File: src/rtl/bin_a_bcd.sv
// bin_a_bcd: sequential binary-to-BCD converter (shift-add-3 / double dabble).
// Converts a BIN_W-bit unsigned value to four packed BCD digits, one shift per
// clock. Inputs above MAX_VAL saturate to MAX_VAL and flag overflow. The last
// result is held stable between conversions for a flicker-free display.
//
// Ports:
//   clk      system clock
//   rst      asynchronous reset, active-high
//   start    conversion request, sampled only in IDLE
//   bin      unsigned binary value, captured on the accepted start edge
//   bcd      packed BCD result {thousands, hundreds, tens, units}, held until next completion
//   busy     high while a conversion is in progress
//   done     single-cycle pulse when bcd is updated
//   overflow last converted input exceeded MAX_VAL, updated together with bcd
module bin_a_bcd #(
    parameter int unsigned BIN_W   = 14,
    parameter int unsigned MAX_VAL = 9999
) (
    input  logic             clk,
    input  logic             rst,
    input  logic             start,
    input  logic [BIN_W-1:0] bin,
    output logic [15:0]      bcd,
    output logic             busy,
    output logic             done,
    output logic             overflow
);

    localparam int unsigned CNT_W = $clog2(BIN_W + 1);
    localparam int unsigned BCD_W = 16;

    typedef enum logic {
        IDLE  = 1'b0,
        SHIFT = 1'b1
    } state_t;

    state_t             state, state_n;
    logic [CNT_W-1:0]   cnt, cnt_n;
    logic [BIN_W-1:0]   bin_work, bin_work_n;
    logic [BCD_W-1:0]   bcd_work, bcd_work_n;
    logic               ovf, ovf_n;
    logic [BCD_W-1:0]   bcd_n;
    logic               busy_n, done_n, overflow_n;
    logic [BCD_W-1:0]   corr;
    logic [BCD_W-1:0]   shifted_bcd;

    // Add 3 to a digit that would reach 10 or more after the next doubling.
    function automatic logic [3:0] add3(input logic [3:0] nib);
        return (nib >= 4'd5) ? nib + 4'd3 : nib;
    endfunction

    // All four digits corrected in parallel, then shifted left with the next binary bit.
    always_comb begin
        corr = '0;
        for (int i = 0; i < 4; i++) begin
            corr[i*4 +: 4] = add3(bcd_work[i*4 +: 4]);
        end
        shifted_bcd = {corr[BCD_W-2:0], bin_work[BIN_W-1]};
    end

    // State and datapath registers.
    always_ff @(posedge clk or posedge rst) begin
        if (rst) begin
            state    <= IDLE;
            cnt      <= '0;
            bin_work <= '0;
            bcd_work <= '0;
            ovf      <= 1'b0;
            bcd      <= '0;
            busy     <= 1'b0;
            done     <= 1'b0;
            overflow <= 1'b0;
        end else begin
            state    <= state_n;
            cnt      <= cnt_n;
            bin_work <= bin_work_n;
            bcd_work <= bcd_work_n;
            ovf      <= ovf_n;
            bcd      <= bcd_n;
            busy     <= busy_n;
            done     <= done_n;
            overflow <= overflow_n;
        end
    end

    // Next-state and next-output logic.
    always_comb begin
        state_n    = state;
        cnt_n      = cnt;
        bin_work_n = bin_work;
        bcd_work_n = bcd_work;
        ovf_n      = ovf;
        bcd_n      = bcd;
        busy_n     = busy;
        done_n     = 1'b0;
        overflow_n = overflow;

        case (state)
            IDLE: begin
                if (start) begin
                    if (bin > BIN_W'(MAX_VAL)) begin
                        bin_work_n = BIN_W'(MAX_VAL);
                        ovf_n      = 1'b1;
                    end else begin
                        bin_work_n = bin;
                        ovf_n      = 1'b0;
                    end
                    bcd_work_n = '0;
                    cnt_n      = '0;
                    busy_n     = 1'b1;
                    state_n    = SHIFT;
                end
            end
            SHIFT: begin
                bcd_work_n = shifted_bcd;
                bin_work_n = {bin_work[BIN_W-2:0], 1'b0};
                cnt_n      = cnt + CNT_W'(1);
                // Last bit shifted in: publish the result.
                if (cnt == CNT_W'(BIN_W - 1)) begin
                    bcd_n      = shifted_bcd;
                    overflow_n = ovf;
                    done_n     = 1'b1;
                    busy_n     = 1'b0;
                    state_n    = IDLE;
                end
            end
            default: begin
                state_n = IDLE;
            end
        endcase
    end

endmodule

File: config.mk
export PLATFORM = sky130hd
export DESIGN_NAME = bin_a_bcd
export DESIGN_NICKNAME = d
export VERILOG_FILES = /design/src/rtl/bin_a_bcd.sv
export SDC_FILE = /design/constraint.sdc
export NUM_CORES = 1
export LEC_CHECK = 0
export ABC_CLOCK_PERIOD_IN_PS = 1800
export CORE_ASPECT_RATIO = 1.1
export CORE_UTILIZATION = 45
export CTS_CLUSTER_DIAMETER = 60
export CTS_CLUSTER_SIZE = 28
export DETAILED_ROUTE_END_ITERATION = 8
export GPL_TIMING_DRIVEN = 0
export PLACE_DENSITY = 0.78
export SYNTH_ARGS = -nofsm -noshare
export SYNTH_HDL_FRONTEND = slang
export SYNTH_SLANG_ARGS = --single-unit
File: constraint.sdc
create_clock -name clk -period 1.8 [get_ports clk]
set_input_delay 0.27 -clock clk [delete_from_list [all_inputs] [get_ports clk]]
set_output_delay 0.27 -clock clk [all_outputs]
set_load 0.01 [all_outputs]
; ---- After elaboration in Yosys (flattened, before gate mapping)
; Cells that the tools add are included.
; W data, S select, Z words.
[op_classes]
eq_ne = 3
n_mux = 20
n_addsub = 5
reduce_logical = 3
multipliers = 0
div_mod_pow = 0
bitwise = 1
magnitude_cmp = 5
shifts = 0
[ops]
columns = operator, n
row1 = $pmux W16 S2, 1
row2 = $mux W14, 2
row3 = $pmux W14 S2, 1
row4 = $ge A4 B3 Y1 const B, 4
row5 = $mux W16, 1
row6 = $mux W4, 4
row7 = $gt A14 B14 Y1 const B, 1
row8 = $add A4 B2 Y4 const B, 3
row9 = $pmux W4 S2, 1
row10 = $mux W1, 7
row11 = $reduce_and A2 Y1, 3
row12 = $add A4 B1 Y4 const B, 1
row13 = $eq A4 B4 Y1 const B, 1
row14 = $pmux W1 S2, 2
row15 = $add A3 B2 Y3 const B, 1
row16 = $mux W3, 1
row17 = $ne A2 B1 Y1 const B, 1
row18 = $ne A2 B2 Y1 const B, 1
row19 = $not A1 Y1, 1
[word_totals]
latch_bits = 0
mem_bits_rw = 0
elab_cells = 46
regBits = 55
output_inout_bits = 19
n_memories = 0
input_bits = 17
romBits = 0

; ---- Logic depth before layout (Yosys ltp)
; Gate-level depths: netlist of the first run.
[depth]
word_depth = 4
mapped_depth = 6

; ---- Least setup slack after synthesis of the first run
; No wires, ideal clock.
[synth_timing]
path_kind = register -> register
startpoint = register bcd_work[0]
endpoint = register bcd_work[2]
path_buffers = 0
period_less_slack_ns = 1.531
t_arrival_ns = 1.448
stages_incl_launch_ff = 7
required_ns = 1.717
path_slack_ns = 0.269
cell_sequence = dfrtp_1 inv_1 ha_1 nand2b_1 a21oi_1 mux2_2 o21ai_0
[synth_between]
elab_chain_len = 3
word_cells_on_any_way = 4
classes_between = add/sub: 1 / order compare: 1 / mux: 2
[synth_lines]
columns = element, line
row1 = start: declaration, 40  ; logic [BCD_W-1:0] bcd_work, bcd_work_n;
row2 = start signal: assignment, 77  ; bcd_work <= bcd_work_n;
row3 = $add A4 B2 Y4 or $ge A4 B3 Y1 (tied branches), 49  ; return (nib >= 4'd5) ? nib + 4'd3 : nib;
row4 = $mux W4 (*), 49
row5 = $pmux W16 S2 (*), 98  ; case (state)
; Mark *: on every way between the ends. The rest lies on a longest branch, timed or not.
; A chain may end at the register's enable or synchronous reset.

; ---- Worst setup path after layout of the first run
[layout_timing]
startpoint = register bcd_work[4]
endpoint = register bcd_work[6]
; Same word-level chain as after synthesis.

==> reports/summary.md, run 1 <==
Total power per unit cell area: 1636 nW/um2. Across every metal layer, demand over resource in global routing totals 19.60%. For this run, the leading register cell type out of synthesis is dfrtp_1.

Setup repair after global routing left no endpoint under its margin. Summing the sequential cell areas from Yosys gives 53.74% of the chip area. In this run the remaining antenna-violating nets after routing total 0. The logs give 28 for the row count and 1.89 ns for the worst path arrival time. The floorplan step defined a core boundary enclosing 5430 um2. The final clock period utilization by the worst path is 92.28%.

The via-per-instance ratio was 5.367; the headroom to the max-slew limit was 67.62%. The run gives 2,045 as the via count. The slowest stage of the critical path belongs to the cell dfrtp_1. The maximum fanout along the worst path was 4. The share of total power dissipated in sequential elements is 42.2%.

For the pin with the worst max-slew slack, the measured transition is 0.4857 ns. Most common cell in the synthesized netlist: dfrtp_1. Counting every instance in the synthesized netlist gives 263.

In this run the horizontal extent of the chip is 73.93 um. The pin count of the biggest net entering global routing is 43. The run gives 1909 uW as the switching component of the power. Category of cells accounting for the largest share of critical-path delay: flip-flops.

Of the total power, combinational logic draws 44.7%. TritonCTS built the clock tree. The critical path capture point type is a flop.

The HPWL after detailed placement is 3.721 mm. In this run the tool buffered the top-level ports with 35 buffer cells. The die covers 5998 um2.

By area the synthesized netlist is led by dfrtp_1, nand2_1, ha_1, o21ai_0, mux2i_1. Setup violations remaining at the end of the flow were counted as 0. The first detailed-routing pass took 4 iterations.

The run gives 1,986 as the number of global-route vias before repair. STA puts the critical path data required time at 2.03 ns. Post-CTS timing repair inserted 0 buffers for setup. Cells fill 57.63% of the core in the end.

The net count of the finished layout is 333. Counting flops and latches in the post-synthesis netlist gives 55. Timing would allow up to 602.0 MHz. Dominant cell type by area after synthesis: dfrtp_1. The number of antenna diodes in the final layout is 0. Synthesis produced a netlist with a net count of 290.

Clock latency on the worst-skew pair, taken at its later pin, is 0.30 ns. The logs give 0 for the remaining global-route overflow and 644.3 uV for the highest ir drop seen on vdd. CTS saw 55 sinks.

The placed instances occupy a cell area of 3025 um2. The number of enable-type register cells in the synthesized netlist came out at 0. The number of primary I/O pins is 36. The setup path with the least slack is of type reg -> reg.

Number of antenna violations at the first check in global routing: 0. The internal portion of the total power is 3209 uW. The tools report the violation count after the first detailed-routing iteration as 103. The run gives 0 as the number of endpoints with negative hold slack in the final report. Compared with the post-synthesis result, the final layout area differs by 22.18%. The time the final worst path needs with I/O delays and setup works out to 1.661 ns.

The finished cells cover 3129 um2. The number of distinct library cells after synthesis was 26. The average wire length per cell after detail routing is 13.15 um, and the clock slew seen by the registers of the worst setup and hold paths is 0.09 ns. Starting density of the core: 47.17%. The buffer and inverter count on the worst path is 1, and the largest clock skew in the final design is 0.004464 ns.

Of the cells placed in the final design, the portion with a size suffix greater than 1 is 6.209%. CTS built an H-tree with a depth of 2. Of the post-synthesis cell area, the dominant cell type holds 53.74%. The number of clock buffers added by TritonCTS is 5. The final routed DRC violation total is 0, and the static leakage power is 0.001377 uW. Dividing the synthesized area by the synthesized cell count gives 9.738 um2. During synthesis, Yosys emitted a total of 0 warnings. Counting instances in the post-synthesis netlist gives the leading cell types as dfrtp_1, nand2_1, o21ai_0.

The first global-routing pass estimated 8.983 mm of wire. The overall die height came out at 81.13 um. The run gives 5.009 mm as the final wirelength. In this run switching power makes up 37.30% of total power. Of all flip-flops after synthesis, the portion carrying an async set or reset was 100.0%. The tools report the max-slew violation total from the final report as 0. The worst setup path is launched from a flop.

Of the total power, the clock network draws 13.1%. The mapped netlist covers 2561 um2. The worst min-delay path class is in -> async.

Across the run, the number of max-cap violations was 0. The cell chosen for the clock root was clkbuf_8. The buffer levels on the longest clock path came out at 2. Routability-driven placement finished with a final weighted congestion of 0.8097. The run finished with clean final reports.

The largest single stage delay on the critical path is 0.42 ns. Summing internal, switching and leakage power gives 5118 uW. The critical path goes through inv_1 -> ha_1 -> nand2b_1 -> a21oi_1 -> mux2_2 -> o22ai_1.
flip-flops by register name, summed over array words and instances (netlist names):
| signal | cells |
|---|---|
| bin_work | 14 |
| bcd | 16 |
| busy | 1 |
| state | 1 |
| bcd_work | 16 |
| ovf | 1 |
| done | 1 |
| overflow | 1 |
| cnt | 4 |
power groups by stage:
stage	logic (uW)	clock network, uW	registers, uW
floorplan	1450	0	2180
global placement	2150	0	2160
detailed placement	2270	0	2170
CTS	2270	694	2150
global route	2600	732	2240
finish	2290	673	2160
cells by family (layout without fill, tap and decap cells):
family                   after synthesis  in the layout  share of synthesized area [%]
flip-flops                            55             55                          53.74
buffers and inverters                 25             68                          3.810
adder cells (fa/ha/maj)               10             10                          4.885
multiplexers                          13             13                          5.276
XOR/XNOR                               4              4                          1.368
AND/OR/NAND/NOR                       87             87                          15.83
AO/OA/AOI/OAI                         69             69                          15.10
worst paths after layout:
kind                                to  depth (start not counted)  slack, ns   startpoint
setup / recovery           bcd_work[6]                          6       0.14  bcd_work[4]
hold / removal             bcd_work[6]                          2       0.23          rst
setup reg to reg           bcd_work[6]                          6       0.14  bcd_work[4]
hold reg to reg                 bcd[0]                          2       0.48       bcd[0]
max in group asynchronous       cnt[3]                          3       1.06          rst
min in group clk                bcd[0]                          2       0.48       bcd[0]
layout make-up:
| cell class | count | area, um2 |
|---|---|---|
| tap | 75 | 93.84 |
| sequential | 55 | 1376 |
| buffer | 12 | 48.80 |
| timing repair buffer | 36 | 370.4 |
| fill | 488 | 2301 |
| inverter | 13 | 48.80 |
| clock inverter | 1 | 5.005 |
| multi-input combinational | 183 | 1104 |
| clock buffer | 6 | 82.58 |
stage by stage:
| stage | instances | setup slack [ns] | setup TNS [ns] | hold slack, ns |
|---|---|---|---|---|
| 4_1_cts | 381 | 0.05775 | 0 | 0.2356 |
| 3_3_place_gp | 373 | -0.8236 | -45.11 | 0.4621 |
| 5_1_grt | 381 | 0.006499 | 0 | 0.2529 |
| 6_report | 381 | 0.1389 | 0 | 0.2266 |
| 2_1_floorplan | 263 | 0.1871 | 0 | 0.4154 |
| 3_5_place_dp | 374 | 0.01736 | 0 | 0.4666 |
routing by layer:
metal  share of wire, %  GRT usage, %  vias to the layer above  wire length, um
li1                   -             -                      998                -
met1                 46         25.60                      989             2288
met2                 49         32.91                       52             2469
met3                3.8         3.970                        6              190
met4                1.2         5.385                        0               60
met5                  0             0                        -                0
worst reg2reg max path, delay by kind of cell (launching register included):
family | cells | cell delay (ns)
AOI/OAI and AO/OA | 2 | 0.39
and+or+nand+nor | 1 | 0.08
adders and majority gates | 1 | 0.21
buffers and inverters | 1 | 0.10
muxes | 1 | 0.38
DFF | 1 | 0.42
cell usage in the layout, fill, tap and decap left out, types with 2 or more instances in the layout:
cell type,count
dfrtp_1,55
nand2_1,54
clkdlybuf4s50_1,35
o21ai_0,25
o22ai_1,14
o21ai_1,13
nor3b_1,12
inv_1,11
a21oi_1,10
clkbuf_1,9
mux2i_1,9
ha_1,9
nor2_1,6
clkbuf_8,6
nand2b_1,4
xnor2_1,4
mux2_2,4
a221o_1,4
nand4_1,3
nor2b_1,3
buf_2,3
inv_2,2
nor3_1,2
timing repair:
item	in CTS	in global routing
hold endpoints to repair	0	0
setup endpoints to repair	0	2
resized for setup	0	3
hold buffers	0	0
Note: power is estimated with default switching activity, not from simulation.
==> run 2, diff against run 1 <==
Settings changed: ABC_CLOCK_PERIOD_IN_PS 1800 to 1900, SETUP_SLACK_MARGIN from default to 0.02, TNS_END_PERCENT from default to 1.
Clock period 1.8 ns to 1.9 ns, I/O delays scaled along.
==> run 2 against run 1 <==
Total power decreased by 6.0%. Setup slack improved by 0.059 ns. Die area did not move. Register-to-register slack better by 0.06 ns. Critical endpoint is now bcd_work[2]. Highest routed layer unchanged.
==> reports/summary.md, run 2 (same netlist as run 1, synthesis figures left out) <==
The end-of-flow core utilization was 57.37% (-0.25 points). The largest registers in the layout are bcd: 16 flops, bcd_work: 16 flops, bin_work: 14 flops. The buffer levels on the longest clock path is 2 (unchanged), and the average wire length per cell after detail routing is 13.13 um (-0.14%). The number of max-cap violations is 0 (unchanged), and the via-per-instance ratio is 5.362 (about the same). Leaving out fill and tap cells, the most frequent cell in the layout is dfrtp_1.

The worst reg2reg path endpoint was bcd_work[2]. The fill cell instance count of the final layout came out at 489 (+0.20%). The via count was 2,043 (-0.098%). The overall die height came out at 81.13 um (unchanged).

The pin count of the biggest net entering global routing was 43 (unchanged); the time the final worst path needs with I/O delays and setup was 1.702 ns (+0.04057 ns). Number of endpoints with negative hold slack in the final report: 0 (unchanged). The total power per unit cell area is 1545 nW/um2 (-5.6%). The die outline area was 5998 um2 (unchanged). Row count: 28 (unchanged).

The library cells used most frequently in the layout, excluding fill and tap cells, are dfrtp_1, nand2_1, clkdlybuf4s50_1. The final cell count without fillers was 381 (unchanged); the later-pin clock latency in the skew report was 0.30 ns (about the same). The worst hold path belongs to the class in -> async. The total number of H-tree levels is 2 (unchanged), and the worst path arrival time is 1.93 ns (+0.04 ns). The starting density of the core is 47.17% (unchanged), and the horizontal die dimension is 73.93 um (unchanged). TritonCTS built the clock tree. Among all stages on the critical path, the largest delay is contributed by dfrtp_1. The worst hold margin is 0.2423 ns (+0.01569 ns), and the summed area of non-filler cells in the final layout is 3115 um2 (-0.44%).

The longest individual stage delay on the worst path came out at 0.40 ns (-0.02 ns). Critical path capture point type: a flop. The port buffer count was 35 (unchanged). Setup repair after global routing left no endpoint under its margin. The cell chosen for the clock root is clkbuf_8. The final routed DRC violation total came out at 0 (unchanged).

The number of iterations in the first detailed-routing pass was 4 (unchanged). The post-layout worst setup margin came out at 0.1983 ns (+0.05943 ns). The number of placed instances, taps included was 374 (unchanged); the final weighted congestion in routability-driven placement was 0.8097 (unchanged). The run finished with clean final reports. The CTS buffer count came out at 5 (unchanged). The tools report the endpoint required time on the critical path as 2.13 ns (+0.10 ns).

The pin slew with the least headroom to its limit came out at 0.4949 ns (+0.009175 ns). The count of nets after finishing is 333 (unchanged), and the buffer and inverter count on the worst path is 1 (unchanged). Number of global-route vias before repair: 1,986 (unchanged). The launching instance or port of the critical path is bcd_work[0].

Number of antenna cells inserted: 0 (unchanged). The maximum clock rate was 587.7 MHz (-2.4%); the depth of the worst register-to-register path was 6 (unchanged). The setup path with the least slack is of type reg -> reg. Static leakage power: 0.001374 uW (-0.17%). The run gives 0.1024 ns (+0.08500 ns) as the pre-CTS setup slack. STA classifies the critical path startpoint as a flop. The final wirelength was 5.002 mm (-0.14%). The logs give 0 (unchanged) for the number of antenna violations at the first check in global routing and 3.721 mm (unchanged) for the placed wire-length estimate. The run gives 0.20 ns (+0.06 ns) as the slack of the worst reg-to-reg path. The maximum fanout along the worst path works out to 5 (+1). The tools report the max-slew violation total from the final report as 0 (unchanged).

The headroom to the max-slew limit was 67.01% (-0.61 points); the number of routed nets with antenna violations was 0 (unchanged). The setup fix buffers added after clock tree synthesis is 0 (unchanged). The number of sinks on the clock net is 55 (unchanged), and the area of placed instances is 3025 um2 (unchanged). The logs give 0.004026 ns (-0.0004381 ns) for the largest clock skew in the final design and 36 (unchanged) for the number of primary I/O pins. The final clock period utilization by the worst path works out to 89.56% (-2.7 points). The run gives 0 (unchanged) as the remaining global-route overflow. The global-route wire length before repair is 8.983 mm (unchanged). The cell family contributing the most delay on the critical path is flip-flops. The worst register-to-register path begins at bcd_work[0]. The critical path goes through inv_1 -> ha_2 -> nand2b_1 -> a21oi_1 -> mux2_2 -> o21ai_0. The violation count after the first detailed-routing iteration was 95 (-7.8%); the clock slew seen by the registers of the worst setup and hold paths was 0.09 ns (about the same).

The highest ir drop seen on vdd is 610.6 uV (-5.2%). The fraction of final layout cells sized beyond drive strength 1 is 5.882% (-0.33 points), and the count of endpoints failing setup in the final report is 0 (unchanged). The area growth from synthesis to layout works out to 21.64%. For the core area, the log shows 5430 um2 (unchanged). The overall fraction of global-route tracks in use is 19.60% (unchanged).
==> run 2: changes by cell type in the layout (fill, tap and decap cells not counted) <==
cell | before | now
a21oi_2 | 1 | 0
a21oi_1 | 10 | 11
ha_2 | 0 | 1
ha_4 | 1 | 0
==> run 2: metal layers <==
metal | GRT usage (%) | part of all wire (%)
met1 | 25.60 | 46
met2 | 32.91 | 50
met3 | 3.970 | 3.2
met4 | 5.385 | 1.2
met5 | 0 | 0
==> run 2: cell type report <==
| type | count | area [um2] | share of cell area [%] |
|---|---|---|---|
| buffer | 12 | 48.80 | 1.566 |
| inverter | 13 | 48.80 | 1.566 |
| sequential | 55 | 1376 | 44.18 |
| tap | 75 | 93.84 | 3.012 |
| timing repair buffer | 36 | 370.4 | 11.89 |
| multi-input combinational | 183 | 1090 | 34.98 |
| clock buffer | 6 | 82.58 | 2.651 |
| clock inverter | 1 | 5.005 | 0.1606 |
==> run 2: report_power, final <==
part           leakage [uW]  internal [uW]  switching [uW]
combinational      0.000632           1050            1090
sequential         0.000695           1690             355
clock             0.0000470            287             351
total               0.00137           3020            1790
==> run 2: how the worst max path moves through the flow <==
stage          cells after the start          end  slack (ns)
5_1_grt                            6  bcd_work[2]        0.04
6_report                           6  bcd_work[2]        0.20
4_1_cts                            6  bcd_work[2]        0.16
2_1_floorplan                      1       bcd[0]        0.27
3_3_place_gp                       2      bcd[14]       -0.74
3_5_place_dp                       4  bcd_work[1]        0.10
==> run 2: what timing repair did <==
action                                  4_1_cts  5_1_grt
hold buffers                                  0        0
endpoints found under the setup margin        0        1
endpoints found under the hold margin         0        0
resized for setup                             0        1
==> run 2: stage by stage <==
step / TNS (ns) / total power (uW)
after floorplan: 0 / 3432
after global placement: -40.44 / 4086
after detailed placement: 0 / 4200
after CTS: 0 / 4844
after global routing: 0 / 5235
final: 0 / 4813
==> edit (settings of run 2) <==
Make the reset (`rst`) synchronous in one clocked block. Comments in the files are not updated.
--- a/src/rtl/bin_a_bcd.sv
+++ b/src/rtl/bin_a_bcd.sv
@@ -60,5 +60,5 @@
 
     // State and datapath registers.
-    always_ff @(posedge clk or posedge rst) begin
+    always_ff @(posedge clk) begin
         if (rst) begin
             state    <= IDLE;
Check against the original RTL: differs if rst is asserted again (counterexample within 4 cycles, from zero or initial values and one cycle with rst high); with rst held inactive, the same outputs for 10 cycles.
==> edit against run 2 <==
  * Design area up 0.52%
  * Worst hold slack better by 0.22 ns
  * Routed wire length up 24%
  * Sequential cell count unchanged
  * Register-to-register slack better by 0.10 ns
  * Global-route usage up 2.3 points
  * Worst setup slack worse by 0.015 ns
  * Area after synthesis up 0.29%
  * Count of clock-buffer cells in the layout unchanged
  * Core utilization up 0.30 points
Power is not compared: it rests on default switching activity, and its combinational part moved more than twofold at a synthesized area within 25%.
==> edit: results (changes against run 2) <==
Layout
  • FILL cells: 502 (+2.7%)
  • Biggest regs: bcd: 16 flops, bcd_work: 16 flops, bin_work: 14 flops
  • Nets@finish: 363 (+9.0%)
  • Antenna cell count: 0 (unchanged)
  • Share of cells above drive strength 1: 5.935% (+0.052 points)

Clocking
  • CTS Buf Count: 5 (unchanged)
  • Worst-Skew Late Latency: 0.32 ns (+0.02 ns)
  • Worst-case clock buffer depth: 2 (unchanged)
  • Max H-tree Level: 2 (unchanged)
  • Clk slew on worst S/H paths: 0.10 ns
  • Root buffer cell: clkbuf_8

Global route
  • Global-route wire length before repair: 9929 um (+11%)
  • GR Util All Layers: 21.94% (+2.3 points)
  • Pin count of the biggest net entering global routing: 17 (-60%)
  • Initial antenna violation count: 0 (unchanged)
  • Vias in the first global route: 2093 (+5.4%)

Worst setup path
  • Cell family with most CP delay: buffers and inverters
  • CP max stage cell: clkdlybuf4s50_1
  • Max FO, Critical Path: 10 (+5)
  • CP peak stage delay: 0.58 ns (+0.18 ns)
  • CP Data Arrival Time: 1.90 ns (-0.03 ns)

Synth
  • Most used flip-flop cell after synthesis: dfxtp_1
  • YS warnings: 0 (unchanged)
  • Synth area leaders: dfxtp_1, a21oi_1, o21ai_0
  • Top cells by count, synth: dfxtp_1, a21oi_1, o21ai_0, nor2_1, nand2_1
  • Register area share after synthesis: 42.86% (-11 points)
  • Post-synth ARST share: 0% (-100 points)
  • Post-synthesis cell type count: 34 (+31%)
  • Post-Syn Nets: 321 (+11%)

Power
  • Lkg Pwr: 0.001148 uW
  • Fraction of power spent switching nets: 23.53%
  • Total power: 2225 uW
  • Worst IR Drop VDD: 0.0005080 V
  • P_seq: roughly 1200 uW

Flow run
  • Total of max-cap violations: 0 (unchanged)

Place
  • Gpl congestion: 0.8534 (+5.4%)
  • Hpwl dp: 4230 um (+14%)
  • IO buf count: 35 (unchanged)

Outcome
  • Status: finished clean

Detailed routing
  • DR WL/cell: 15.10 um (+15%)
  • DRT Pass-1 Iters: 4 (unchanged)
  • Initial DRC Count: 102 (+7.4%)
  • Via-per-instance ratio: 5.592 (+4.3%)

STA
  • Slew @ Worst Pin: 0.5862 ns (+0.09131 ns)
  • Layout Skew: 0.007125 ns (+0.003099 ns)

Min path
  • Min-delay worst type: register to register
edit: final cells by class:
type	count	area (sq um)	area share [%]
Buffer	17	83.83	2.677
Sequential cell	55	1101	35.16
Inverter	11	41.29	1.318
Timing Repair Buffer	35	350.3	11.19
Multi-Input combinational cell	211	1344	42.91
Clock buffer	6	82.58	2.637
Tap cell	75	93.84	2.996
Clock inverter	2	35.03	1.119
edit: stage by stage:
step | area, sq um | hold slack (ns) | cells | setup slack [ns] | setup TNS, ns
finish | 3132 | 0.4607 | 412 | 0.1834 | 0
global route | 3132 | 0.4978 | 412 | 0.07129 | 0
CTS | 3131 | 0.4670 | 412 | 0.1310 | 0
detailed placement | 3013 | 0.4431 | 404 | -0.2103 | -3.187
global placement | 3013 | 0.4368 | 404 | -0.1938 | -2.807
floorplan | 2569 | 0.4019 | 294 | 0.4549 | 0
edit: cell families after synthesis:
logic type | after synthesis | share of synthesized area [%]
buffers and inverters | 28 | 4.822
AND/OR/NAND/NOR | 104 | 21.92
AO/OA/AOI/OAI | 79 | 18.61
multiplexers | 14 | 5.553
XOR/XNOR | 4 | 1.364
flip-flops | 55 | 42.86
adder cells (fa/ha/maj) | 10 | 4.871
edit: final timing paths:
path	startpoint	endpoint	slack [ns]	cells after the start
setup / recovery	rst	bin_work[10]	0.18	4
hold / removal	bcd_work[13]	bcd_work[13]	0.46	2
setup reg to reg	bcd_work[8]	bcd[10]	0.30	6
hold reg to reg	bcd_work[13]	bcd_work[13]	0.46	2
edit: per-layer routing:
metal  part of all wire, %  global-route usage (%)  vias up
li1                      -                       -     1128
met1                    47                   28.45     1085
met2                    46                   35.64       78
met3                   5.3                   3.350       13
met4                   2.0                   10.00        0
met5                     0                       0        -
edit: repair_timing:
item,in CTS,in global routing
buffers inserted,0,0
resized for setup,0,2
endpoints found under the setup margin,0,1
